File: src/rtl/alu_pkg.sv
`default_nettype none
// +----------------------------------------------------------------------+
// | alu_pkg: shared M-extension encodings, FSM states, default width.     |
// | Rev 1.0                                                               |
// +----------------------------------------------------------------------+
package alu_pkg;

  localparam int XLEN_DEFAULT = 32;

  localparam logic [2:0] F3_MUL    = 3'b000;
  localparam logic [2:0] F3_MULH   = 3'b001;
  localparam logic [2:0] F3_MULHSU = 3'b010;
  localparam logic [2:0] F3_MULHU  = 3'b011;
  localparam logic [2:0] F3_DIV    = 3'b100;
  localparam logic [2:0] F3_DIVU   = 3'b101;
  localparam logic [2:0] F3_REM    = 3'b110;
  localparam logic [2:0] F3_REMU   = 3'b111;

  typedef enum logic [1:0] {
    IDLE = 2'd0,
    CALC = 2'd1,
    FIX  = 2'd2,
    DONE = 2'd3
  } state_t;

  typedef enum logic {
    STEP_MUL = 1'b0,
    STEP_DIV = 1'b1
  } step_mode_t;

  function automatic logic signed_a(input logic [2:0] f3);
    return (f3 != F3_MULHU) && (f3 != F3_DIVU) && (f3 != F3_REMU);
  endfunction

  function automatic logic signed_b(input logic [2:0] f3);
    return (f3 == F3_MUL) || (f3 == F3_MULH) || (f3 == F3_DIV) || (f3 == F3_REM);
  endfunction

endpackage
`default_nettype wire

File: src/rtl/alu_mdu_step.sv
`default_nettype none
// +----------------------------------------------------------------------+
// | alu_mdu_step: one radix-2 shift-add (mul) or restoring (div) step.    |
// | Rev 1.0                                                               |
// +----------------------------------------------------------------------+
module alu_mdu_step
  import alu_pkg::*;
#(
  parameter int XLEN = XLEN_DEFAULT
) (
  input  step_mode_t      mode,
  input  logic [XLEN-1:0] acc_in,
  input  logic [XLEN-1:0] opnd,
  input  logic [XLEN-1:0] sreg_in,
  output logic [XLEN-1:0] acc_out,
  output logic [XLEN-1:0] sreg_out
);

  logic [XLEN:0] sum;
  logic [XLEN:0] shifted;
  logic [XLEN:0] diff;

  always_comb begin
    sum      = {1'b0, acc_in} + (sreg_in[0] ? {1'b0, opnd} : '0);
    shifted  = {acc_in, sreg_in[XLEN-1]};
    diff     = shifted - {1'b0, opnd};
    acc_out  = sum[XLEN:1];
    sreg_out = {sum[0], sreg_in[XLEN-1:1]};
    if (mode == STEP_DIV) begin
      // The partial remainder stays below the divisor, so a clear MSB means no borrow.
      if (!diff[XLEN]) begin
        acc_out  = diff[XLEN-1:0];
        sreg_out = {sreg_in[XLEN-2:0], 1'b1};
      end else begin
        acc_out  = shifted[XLEN-1:0];
        sreg_out = {sreg_in[XLEN-2:0], 1'b0};
      end
    end
  end

endmodule
`default_nettype wire

File: src/rtl/alu_mdu_seq.sv
`default_nettype none
// +----------------------------------------------------------------------+
// | alu_mdu_seq: iterative RV32M multiply/divide, START/BUSY/VALID.       |
// | ALU_MDU_FAST_MUL_EN: single registered multiply for MUL* ops. Rev 1.0 |
// +----------------------------------------------------------------------+
module alu_mdu_seq
  import alu_pkg::*;
#(
  parameter int XLEN = XLEN_DEFAULT
) (
  input  logic            CLK,
  input  logic            RESET,
  input  logic            START,
  input  logic [2:0]      SELECT,
  input  logic [XLEN-1:0] DATA1,
  input  logic [XLEN-1:0] DATA2,
  input  logic            FLUSH,
  output logic            BUSY,
  output logic            VALID,
  output logic [XLEN-1:0] RESULT
);

  localparam int CNT_W = $clog2(XLEN) + 1;

  state_t            state, state_nxt;
  logic [2:0]        op;
  logic [XLEN-1:0]   acc, sreg, opnd;
  logic [CNT_W-1:0]  cnt;
  logic              neg_lo, neg_hi;

  logic              in_neg_a, in_neg_b;
  logic [XLEN-1:0]   mag_a, mag_b, fast_val;
  logic              div_zero, div_ovf, fast_div, accept;

  logic [XLEN-1:0]   step_acc, step_sreg;
  step_mode_t        step_mode;
  logic [2*XLEN-1:0] prod_fix;
  logic [XLEN-1:0]   quot_fix, rem_fix, fix_val;

  assign in_neg_a = signed_a(SELECT) & DATA1[XLEN-1];
  assign in_neg_b = signed_b(SELECT) & DATA2[XLEN-1];
  assign mag_a    = in_neg_a ? -DATA1 : DATA1;
  assign mag_b    = in_neg_b ? -DATA2 : DATA2;

  assign div_zero = (DATA2 == '0);
  assign div_ovf  = ((SELECT == F3_DIV) || (SELECT == F3_REM)) &&
                    (DATA1 == {1'b1, {(XLEN-1){1'b0}}}) && (DATA2 == '1);
  assign fast_div = SELECT[2] && (div_zero || div_ovf);
  assign accept   = START && !FLUSH && ((state == IDLE) || (state == DONE));

  // SELECT[1] distinguishes REM/REMU from DIV/DIVU.
  always_comb begin
    fast_val = '1;
    if (div_zero) fast_val = SELECT[1] ? DATA1 : '1;
    else          fast_val = SELECT[1] ? '0 : DATA1;
  end

  assign step_mode = op[2] ? STEP_DIV : STEP_MUL;

  alu_mdu_step #(.XLEN(XLEN)) u_step (
    .mode     (step_mode),
    .acc_in   (acc),
    .opnd     (opnd),
    .sreg_in  (sreg),
    .acc_out  (step_acc),
    .sreg_out (step_sreg)
  );

  assign prod_fix = neg_lo ? -{acc, sreg} : {acc, sreg};
  assign quot_fix = neg_lo ? -sreg : sreg;
  assign rem_fix  = neg_hi ? -acc : acc;

  always_comb begin
    fix_val = rem_fix;
    case (op)
      F3_MUL:                        fix_val = prod_fix[XLEN-1:0];
      F3_MULH, F3_MULHSU, F3_MULHU:  fix_val = prod_fix[2*XLEN-1:XLEN];
      F3_DIV, F3_DIVU:               fix_val = quot_fix;
      default:                       fix_val = rem_fix;
    endcase
  end

`ifdef ALU_MDU_FAST_MUL_EN
  localparam logic FAST_MUL = 1'b1;
  logic [XLEN-1:0]          raw_a, raw_b, fmul_val;
  logic signed [2*XLEN-1:0] ext_a, ext_b, fmul_prod;

  assign ext_a     = {{XLEN{signed_a(op) & raw_a[XLEN-1]}}, raw_a};
  assign ext_b     = {{XLEN{signed_b(op) & raw_b[XLEN-1]}}, raw_b};
  assign fmul_prod = ext_a * ext_b;
  assign fmul_val  = (op == F3_MUL) ? fmul_prod[XLEN-1:0] : fmul_prod[2*XLEN-1:XLEN];

  always_ff @(posedge CLK) begin
    if (RESET) begin
      raw_a <= '0;
      raw_b <= '0;
    end else if (accept) begin
      raw_a <= DATA1;
      raw_b <= DATA2;
    end
  end
`else
  localparam logic FAST_MUL = 1'b0;
`endif

  always_ff @(posedge CLK) begin
    if (RESET) state <= IDLE;
    else       state <= state_nxt;
  end

  always_comb begin
    state_nxt = state;
    case (state)
      IDLE, DONE: begin
        if (START) state_nxt = fast_div ? DONE : CALC;
        else       state_nxt = IDLE;
      end
      CALC: begin
        if (FAST_MUL && !op[2]) state_nxt = DONE;
        else if (cnt == '0)     state_nxt = FIX;
      end
      FIX:     state_nxt = DONE;
      default: state_nxt = IDLE;
    endcase
    if (FLUSH) state_nxt = IDLE;
  end

  always_ff @(posedge CLK) begin
    if (RESET) begin
      op     <= '0;
      acc    <= '0;
      sreg   <= '0;
      opnd   <= '0;
      cnt    <= '0;
      neg_lo <= 1'b0;
      neg_hi <= 1'b0;
      RESULT <= '0;
      BUSY   <= 1'b0;
      VALID  <= 1'b0;
    end else begin
      BUSY  <= (state_nxt == CALC) || (state_nxt == FIX);
      VALID <= (state_nxt == DONE);
      if (accept) begin
        op     <= SELECT;
        acc    <= '0;
        cnt    <= CNT_W'(XLEN - 1);
        neg_lo <= in_neg_a ^ in_neg_b;
        neg_hi <= in_neg_a;
        // Multiplier/dividend goes into the shift register, the other magnitude is the addend/divisor.
        sreg   <= SELECT[2] ? mag_a : mag_b;
        opnd   <= SELECT[2] ? mag_b : mag_a;
        if (fast_div) RESULT <= fast_val;
      end else if (!FLUSH) begin
        case (state)
          CALC: begin
            acc  <= step_acc;
            sreg <= step_sreg;
            if (cnt != '0) cnt <= cnt - CNT_W'(1);
`ifdef ALU_MDU_FAST_MUL_EN
            if (!op[2]) RESULT <= fmul_val;
`endif
          end
          FIX:     RESULT <= fix_val;
          default: ;
        endcase
      end
    end
  end

endmodule
`default_nettype wire

File: config.mk
export PLATFORM = sky130hd
export DESIGN_NAME = alu_mdu_seq
export DESIGN_NICKNAME = d
export VERILOG_FILES = /design/src/rtl/alu_pkg.sv /design/src/rtl/alu_mdu_step.sv /design/src/rtl/alu_mdu_seq.sv
export SDC_FILE = /design/constraint.sdc
export NUM_CORES = 1
export LEC_CHECK = 0
export ABC_AREA = 0
export CORE_MARGIN = 8
export CORE_UTILIZATION = 30
export CTS_BUF_LIST = sky130_fd_sc_hd__clkbuf_8
export DETAILED_ROUTE_END_ITERATION = 10
export GPL_TIMING_DRIVEN = 0
export PLACE_DENSITY_LB_ADDON = 0.05
export SYNTH_ARGS = -nofsm -noshare
export SYNTH_HDL_FRONTEND = slang
export SYNTH_HIERARCHICAL = 1
export SYNTH_SLANG_ARGS = --single-unit
File: constraint.sdc
create_clock -name CLK -period 3.3 [get_ports CLK]
set_input_delay 0.825 -clock CLK [delete_from_list [all_inputs] [get_ports CLK]]
set_output_delay 0.825 -clock CLK [all_outputs]
set_load 0.01 [all_outputs]
* After elaboration in Yosys (flattened, before gate mapping)
Cells that the tools add are included.
** Word-level totals
- Bits in registers :: 143
- Bits in latches :: 0
- Memory bits (writable) :: 0
- Bits in read-only memories :: 0
- Output and inout port bits :: 34
- Logic and storage cells :: 111
- Memories kept :: 0
** Operators by class
- Add/sub/neg operators :: 8
- Multipliers :: 0
- Divide/modulo/power cells :: 0
- Order comparisons :: 0
- Equality and inequality tests :: 21
- Shift operators :: 0
- Multiplexer cells :: 33
- Bitwise operators :: 4
- Reductions and logical operators :: 33
** Operator list (count)
- 2-to-1 mux 32 bit :: 20
- negation 32 bit :: 4
- one-hot mux 32 bit (3 select lines) :: 1
- equality test 32 bit, second input constant :: 2
- 2-to-1 mux 64 bit :: 1
- negation 64 bit :: 1
- adder 32 x 33 -> 33 bit :: 1
- subtractor 33 x 32 -> 33 bit :: 1
- zero test 32 bit :: 1
- 2-to-1 mux 5 bit :: 4
- equality test 3 bit, second input constant :: 4
- AND reduction 3 bit :: 3
- equality test 2 bit, second input constant :: 4
- 2-to-1 mux 2 bit :: 4
- logical AND 1 bit :: 7
- logical OR 1 bit :: 7
- equality test 3 x 1 -> 1 bit, second input constant :: 2
- equality test 3 x 2 -> 1 bit, second input constant :: 2
- zero test 3 bit :: 2
- zero test 6 bit :: 1
- != test 3 bit, second input constant :: 2
- one-hot mux 2 bit (3 select lines) :: 1
- nonzero test 2 bit :: 3
- nonzero test 6 bit :: 1
- other kinds (14) :: 20

* Depth between registers and ports, before layout
- Depth after elaboration :: 12
- Gate-level depth with buffers :: 15
- Gate-level depth less buffers :: 14

* Modules after synthesis
Netlist, hierarchy kept.
** Modules (own cells, without submodules)
- alu_mdu_seq :: instances 1, cells each 1514, area each 10963.0 um^2
- alu_mdu_step :: instances 1, cells each 682, area each 4703.3 um^2

* Worst setup path after synthesis
Ideal clock, no wire load.
- Path kind :: input to register
- Start :: input DATA2[0]
- End :: register RESULT[14]
- Setup time :: 0.070 ns
- Arrival :: 3.388 ns
- Required time :: 3.230 ns
- Path slack :: -0.159 ns
- Stages :: 10
- Buffers on the path :: 1
- Cells stage by stage :: inv_1 -> ha_1 -> or4b_1 -> or3_1 -> clkbuf_1 -> nor4b_2 -> o21bai_2 -> a31oi_1 -> or4_1 -> a21oi_1
** On the way
- Cells in the longest elaborated chain, start to end :: 6
- Elaborated cells between the ends (all ways) :: 10
** Ends and longest elaborated chain
- from (decl) :: line alu_mdu_seq.sv:16 : input logic [XLEN-1:0] DATA2,
- equality test 32 bit :: line alu_mdu_seq.sv:47 : (DATA1 == {1'b1, {(XLEN-1){1'b0}}}) && (DATA2 == '1);
- logical AND 1 bit :: line alu_mdu_seq.sv:47
- logical OR 1 bit :: line alu_mdu_seq.sv:48 : assign fast_div = SELECT[2] && (div_zero || div_ovf);
- logical AND 1 bit :: line alu_mdu_seq.sv:48
- != test 2 bit (no source line)
- AND reduction 3 bit (no source line)
- to (signal assigned) :: line alu_mdu_seq.sv:152 : if (fast_div) RESULT <= fast_val;
- to (signal assigned) :: line alu_mdu_seq.sv:163 : FIX: RESULT <= fix_val;
- to (decl) :: line alu_mdu_seq.sv:20 : output logic [XLEN-1:0] RESULT
Several ways; a longest one is shown, not always the timed one. The select of a mux whose other input is x is not followed.
A chain may end at the register's enable or synchronous reset.

* Worst setup path after layout
- Start :: register sreg[0]
- End :: register acc[30]
** On the way
- Cells in the longest elaborated chain, start to end :: 3
** Ends and longest elaborated chain
- from (decl) :: line alu_mdu_seq.sv:27 : logic [XLEN-1:0] acc, sreg, opnd;
- from (signal assigned) :: line alu_mdu_seq.sv:150 : sreg <= SELECT[2] ? mag_a : mag_b;
- from (signal assigned) :: line alu_mdu_seq.sv:157 : sreg <= step_sreg;
- 2-to-1 mux 32 bit :: line alu_mdu_step.sv:24 : sum = {1'b0, acc_in} + (sreg_in[0] ? {1'b0, opnd} : '0);
- adder 32 x 33 -> 33 bit :: line alu_mdu_step.sv:24
- 2-to-1 mux 32 bit :: line alu_mdu_step.sv:29 : if (mode == STEP_DIV) begin
- net step_acc[30] :: line alu_mdu_seq.sv:35 : logic [XLEN-1:0] step_acc, step_sreg;
- to (signal assigned) :: line alu_mdu_seq.sv:156 : acc <= step_acc;
- to (decl) :: line alu_mdu_seq.sv:27
The timed path passes the listed nets, and every way through them passes these cells.

==> results.md <==
- Combinational share of power: 0.411
- Num ports: 105
- Clock-pin slew on the worst setup and hold paths: approximately 0.1 ns
- Delay of the slowest critical-path stage: 0.40 ns
- #FFs+latches synth: roughly 140
- Vias in the first global route: around 17000
- Status: complete, but fails checks
- Internal Dissipation: between 3 and 4 mW
- Final WS setup: -0.0453 ns
- Drc violations: 0
- Syn Area/Cell: about 7.1 sq um
- Crit path depth: 14
- Final wirelength: 87600 microns
- Design Area, Final: a little under 20000 sq um
- Crit Path Category: reg -> reg
- Maxcap violations: 0
- Worst slew pin tran: 1.07 ns
- Synth Instances: 2196
- Register area share after synthesis: 0.183
- Clk buf depth: 2
- Initial antenna violation count: 3
- Synth area leader: dfxtp_1
- Post-detail-place hpwl: approximately 70000 microns
- Crit path DAT: between 3 and 4 ns
- TritonCTS clock tree: yes
- Die W: about 240 microns
- Number of DRC markers in iteration 0: ~1800
- Cell Chain, Critical Path: buf_8 > and2_4 > ha_4 > a211oi_2 > nor2_2 > o211ai_2 > o22ai_2 > a211o_4 > a31o_4 > a311o_1 > a41o_1 > a32oi_1 > nand2_1 > a21oi_1
- Critical Path End Type: flip-flop
- Reg-to-reg endpoint: acc[30]
- Critical path peak fanout: 6
- Final-report max-slew violation count: 0
- Row cnt: 83
- Clk sinks: 143
- Via count: about 18000
- Post-synthesis cell area: 15700 sq um
- Async S/R FF share, synth: 0
- Clock power share: 0.253
- Clk_lat worst skew: between 0.5 and 0.6 ns
- Synth cell types: 97
- Avg WL per Cell: ~29 microns
- Pre-Repair DR Iteration Count: 6
- Clk_skew: just under 0.03 ns
- GRT Util Overall: 0.281
- H-tree depth: 4
- Switch share: 0.445
- Top FF cell, synth: dfxtp_1
- Endpoints failing setup: 4
- Final net count: 2507
- Minimum clock period: 3.35 ns
- Share of cells above drive strength 1: 0.178
- Total power: 5.81 mW
- Final Cycle Share: 1.01
- Worst setup endpoint: acc[30]
- Most frequent cells in the layout: nand2_1 (290), a21oi_1 (193), nor2_1 (171)
- Die Ht: between 200 and 250 microns
- Total die area: roughly 60000 sq um
- Synthesis Warnings: 6
- CTS buffer count: 17
- Max Fclk: roughly 0.3 GHz
- Largest net degree at the start of global routing: 17
- First-pass GRT wire length: between 100000 and 150000 microns
- Crit path from: sreg[0]
- Switch Pwr: 2.59 mW
- Initial core utilization: 0.304
- CP Data Required Time: roughly 3.8 ns
- Static Leakage: 7.16 nW
- Fin. Hold Viols: 0
- Flop pwr share: 0.336
- Sum of buffers and inverters on the critical path: 1
- Max VDD drop: approximately 0.22 mV
- Fin util: 0.383
- Violated checks: setup timing
- Number of flops mapped to enable cells by yosys: 0
- Post-synth top area share: 0.183
- R2R Path Start: sreg[0]
- Post-DRT Antenna Nets: 0
- Area contributors post-synth: dfxtp_1 (18%), nand2_1 (7.0%), a21oi_1 (6.8%)
- Via density: 5.99
- Post-synthesis net count: about 2300
- Most common cell after layout, fill and taps aside: nand2_1
- Crit start category: flip-flop
- CTS Root Cell: clkbuf_8
- CP delay by family, top: compound AO/OA/AOI/OAI gates
- DP Area: 17600 sq um
- Synth-to-layout area growth: 25.8%
- Hold WC Path Type: reg -> reg
- Area of the core: 51500 sq um
- TNS Setup: -0.106 ns
- R2r setup slk: -0.05 ns
- Worst R2R Path Depth: 14
- Power Density: 295 nW/um^2
- Gr ovfl total: 0
- Relative slew slack: 0.285
- Port Buf Inserts: 102
- Worst slack at placement: -1.48 ns
- RSZ-0062 raised after global routing: true
- CP max-delay cell: a211o_4
- RePlAce Congestion: around 1.0
[flip-flops by register name, summed over array words and instances (netlist names)]
register and cells:
state 2, RESULT 32, opnd 32, VALID 1
neg_hi 1, cnt 6, op 3, acc 32
sreg 32, neg_lo 1, BUSY 1
[power by group through the flow]
| stage | Clock [mW] | Sequential (mW) | Combinational (mW) |
|---|---|---|---|
| finish | 1.47 | 1.96 | 2.39 |
| global placement | 0 | 1.98 | 2.09 |
| floorplan | 0 | 1.90 | 1.26 |
| CTS | 1.52 | 1.95 | 2.24 |
| detailed placement | 0 | 1.98 | 2.08 |
| global route | 1.56 | 1.96 | 2.52 |
[worst min-delay path by stage]
stage,start,end,slack (ns),cells past startpoint
after floorplan,opnd[18],opnd[18],0.43,2
after global placement,RESULT[14],RESULT[14],0.45,2
after detailed placement,RESULT[14],RESULT[14],0.45,2
after CTS,RESULT[14],RESULT[14],0.47,2
after global routing,RESULT[9],RESULT[9],0.49,2
final,RESULT[14],RESULT[14],0.46,2
[final cells by class]
| type | count | area (sq um) |
|---|---|---|
| fill | 5570 | 31800 |
| timing repair buffer | 162 | 1500 |
| sequential | 143 | 2970 |
| clock buffer | 17 | 234 |
| buffer | 151 | 733 |
| inverter | 64 | 250 |
| tap | 680 | 851 |
| antenna | 3 | 7.51 |
| multi-input combinational | 1822 | 13000 |
| clock inverter | 15 | 149 |
[cell families after synthesis]
| logic type | count (synthesis) | synth area share |
|---|---|---|
| flip-flops | 143 | 0.183 |
| XOR/XNOR | 164 | 0.0929 |
| buffers and inverters | 231 | 0.0570 |
| adder cells (fa/ha/maj) | 100 | 0.0768 |
| AO/OA/AOI/OAI | 661 | 0.281 |
| AND/OR/NAND/NOR | 810 | 0.251 |
| multiplexers | 87 | 0.0584 |
[stage by stage]
step | hold WS [ns] | cells
4_1_cts | 0.466 | 3039
5_1_grt | 0.487 | 3055
3_3_place_gp | 0.454 | 2978
2_1_floorplan | 0.431 | 2196
6_report | 0.462 | 3057
3_5_place_dp | 0.453 | 2978
[cell usage after synthesis (14+ instances only)]
| library cell | number |
|---|---|
| nand2_1 | 292 |
| a21oi_1 | 212 |
| nor2_1 | 174 |
| dfxtp_1 | 143 |
| clkbuf_1 | 132 |
| o21ai_0 | 107 |
| xnor2_1 | 82 |
| xor2_1 | 81 |
| ha_1 | 73 |
| inv_1 | 62 |
| nor3_1 | 54 |
| mux2i_1 | 52 |
| o31ai_1 | 40 |
| and2_1 | 39 |
| nand3_1 | 36 |
| mux2_2 | 35 |
| or4_1 | 31 |
| o221ai_1 | 30 |
| nor4_1 | 28 |
| a31oi_1 | 27 |
| a211oi_1 | 26 |
| maj3_1 | 25 |
| or3_1 | 25 |
| nand4_1 | 24 |
| a21o_1 | 21 |
| a311oi_1 | 21 |
| buf_1 | 21 |
| o41ai_1 | 20 |
| nand2b_1 | 18 |
| o22ai_1 | 17 |
| or2_2 | 17 |
| nor2b_1 | 16 |
| o211ai_1 | 15 |
| a221oi_1 | 14 |
[worst min-delay path, cell delays in order (launching register included)]
cell and delay (ns):
dfxtp_1 0.32, nand2_1 0.05, a21oi_1 0.05
[routing by layer]
layer  share of wire  track usage
met5         0.00015            0
met4           0.037        0.101
met3           0.071       0.0534
met2            0.44        0.433
met1            0.46        0.385
[timing repair]
| item | in CTS | in global routing |
|---|---|---|
| buffers inserted | 41 | 18 |
| resized for setup | 213 | 186 |
| pin swaps | 54 | 55 |
| setup endpoints to repair | 125 | 83 |
| endpoints found under the hold margin | 0 | 0 |
| gates cloned | 0 | 1 |
| hold buffers | 0 | 0 |
(Power assumes the default switching activity.)
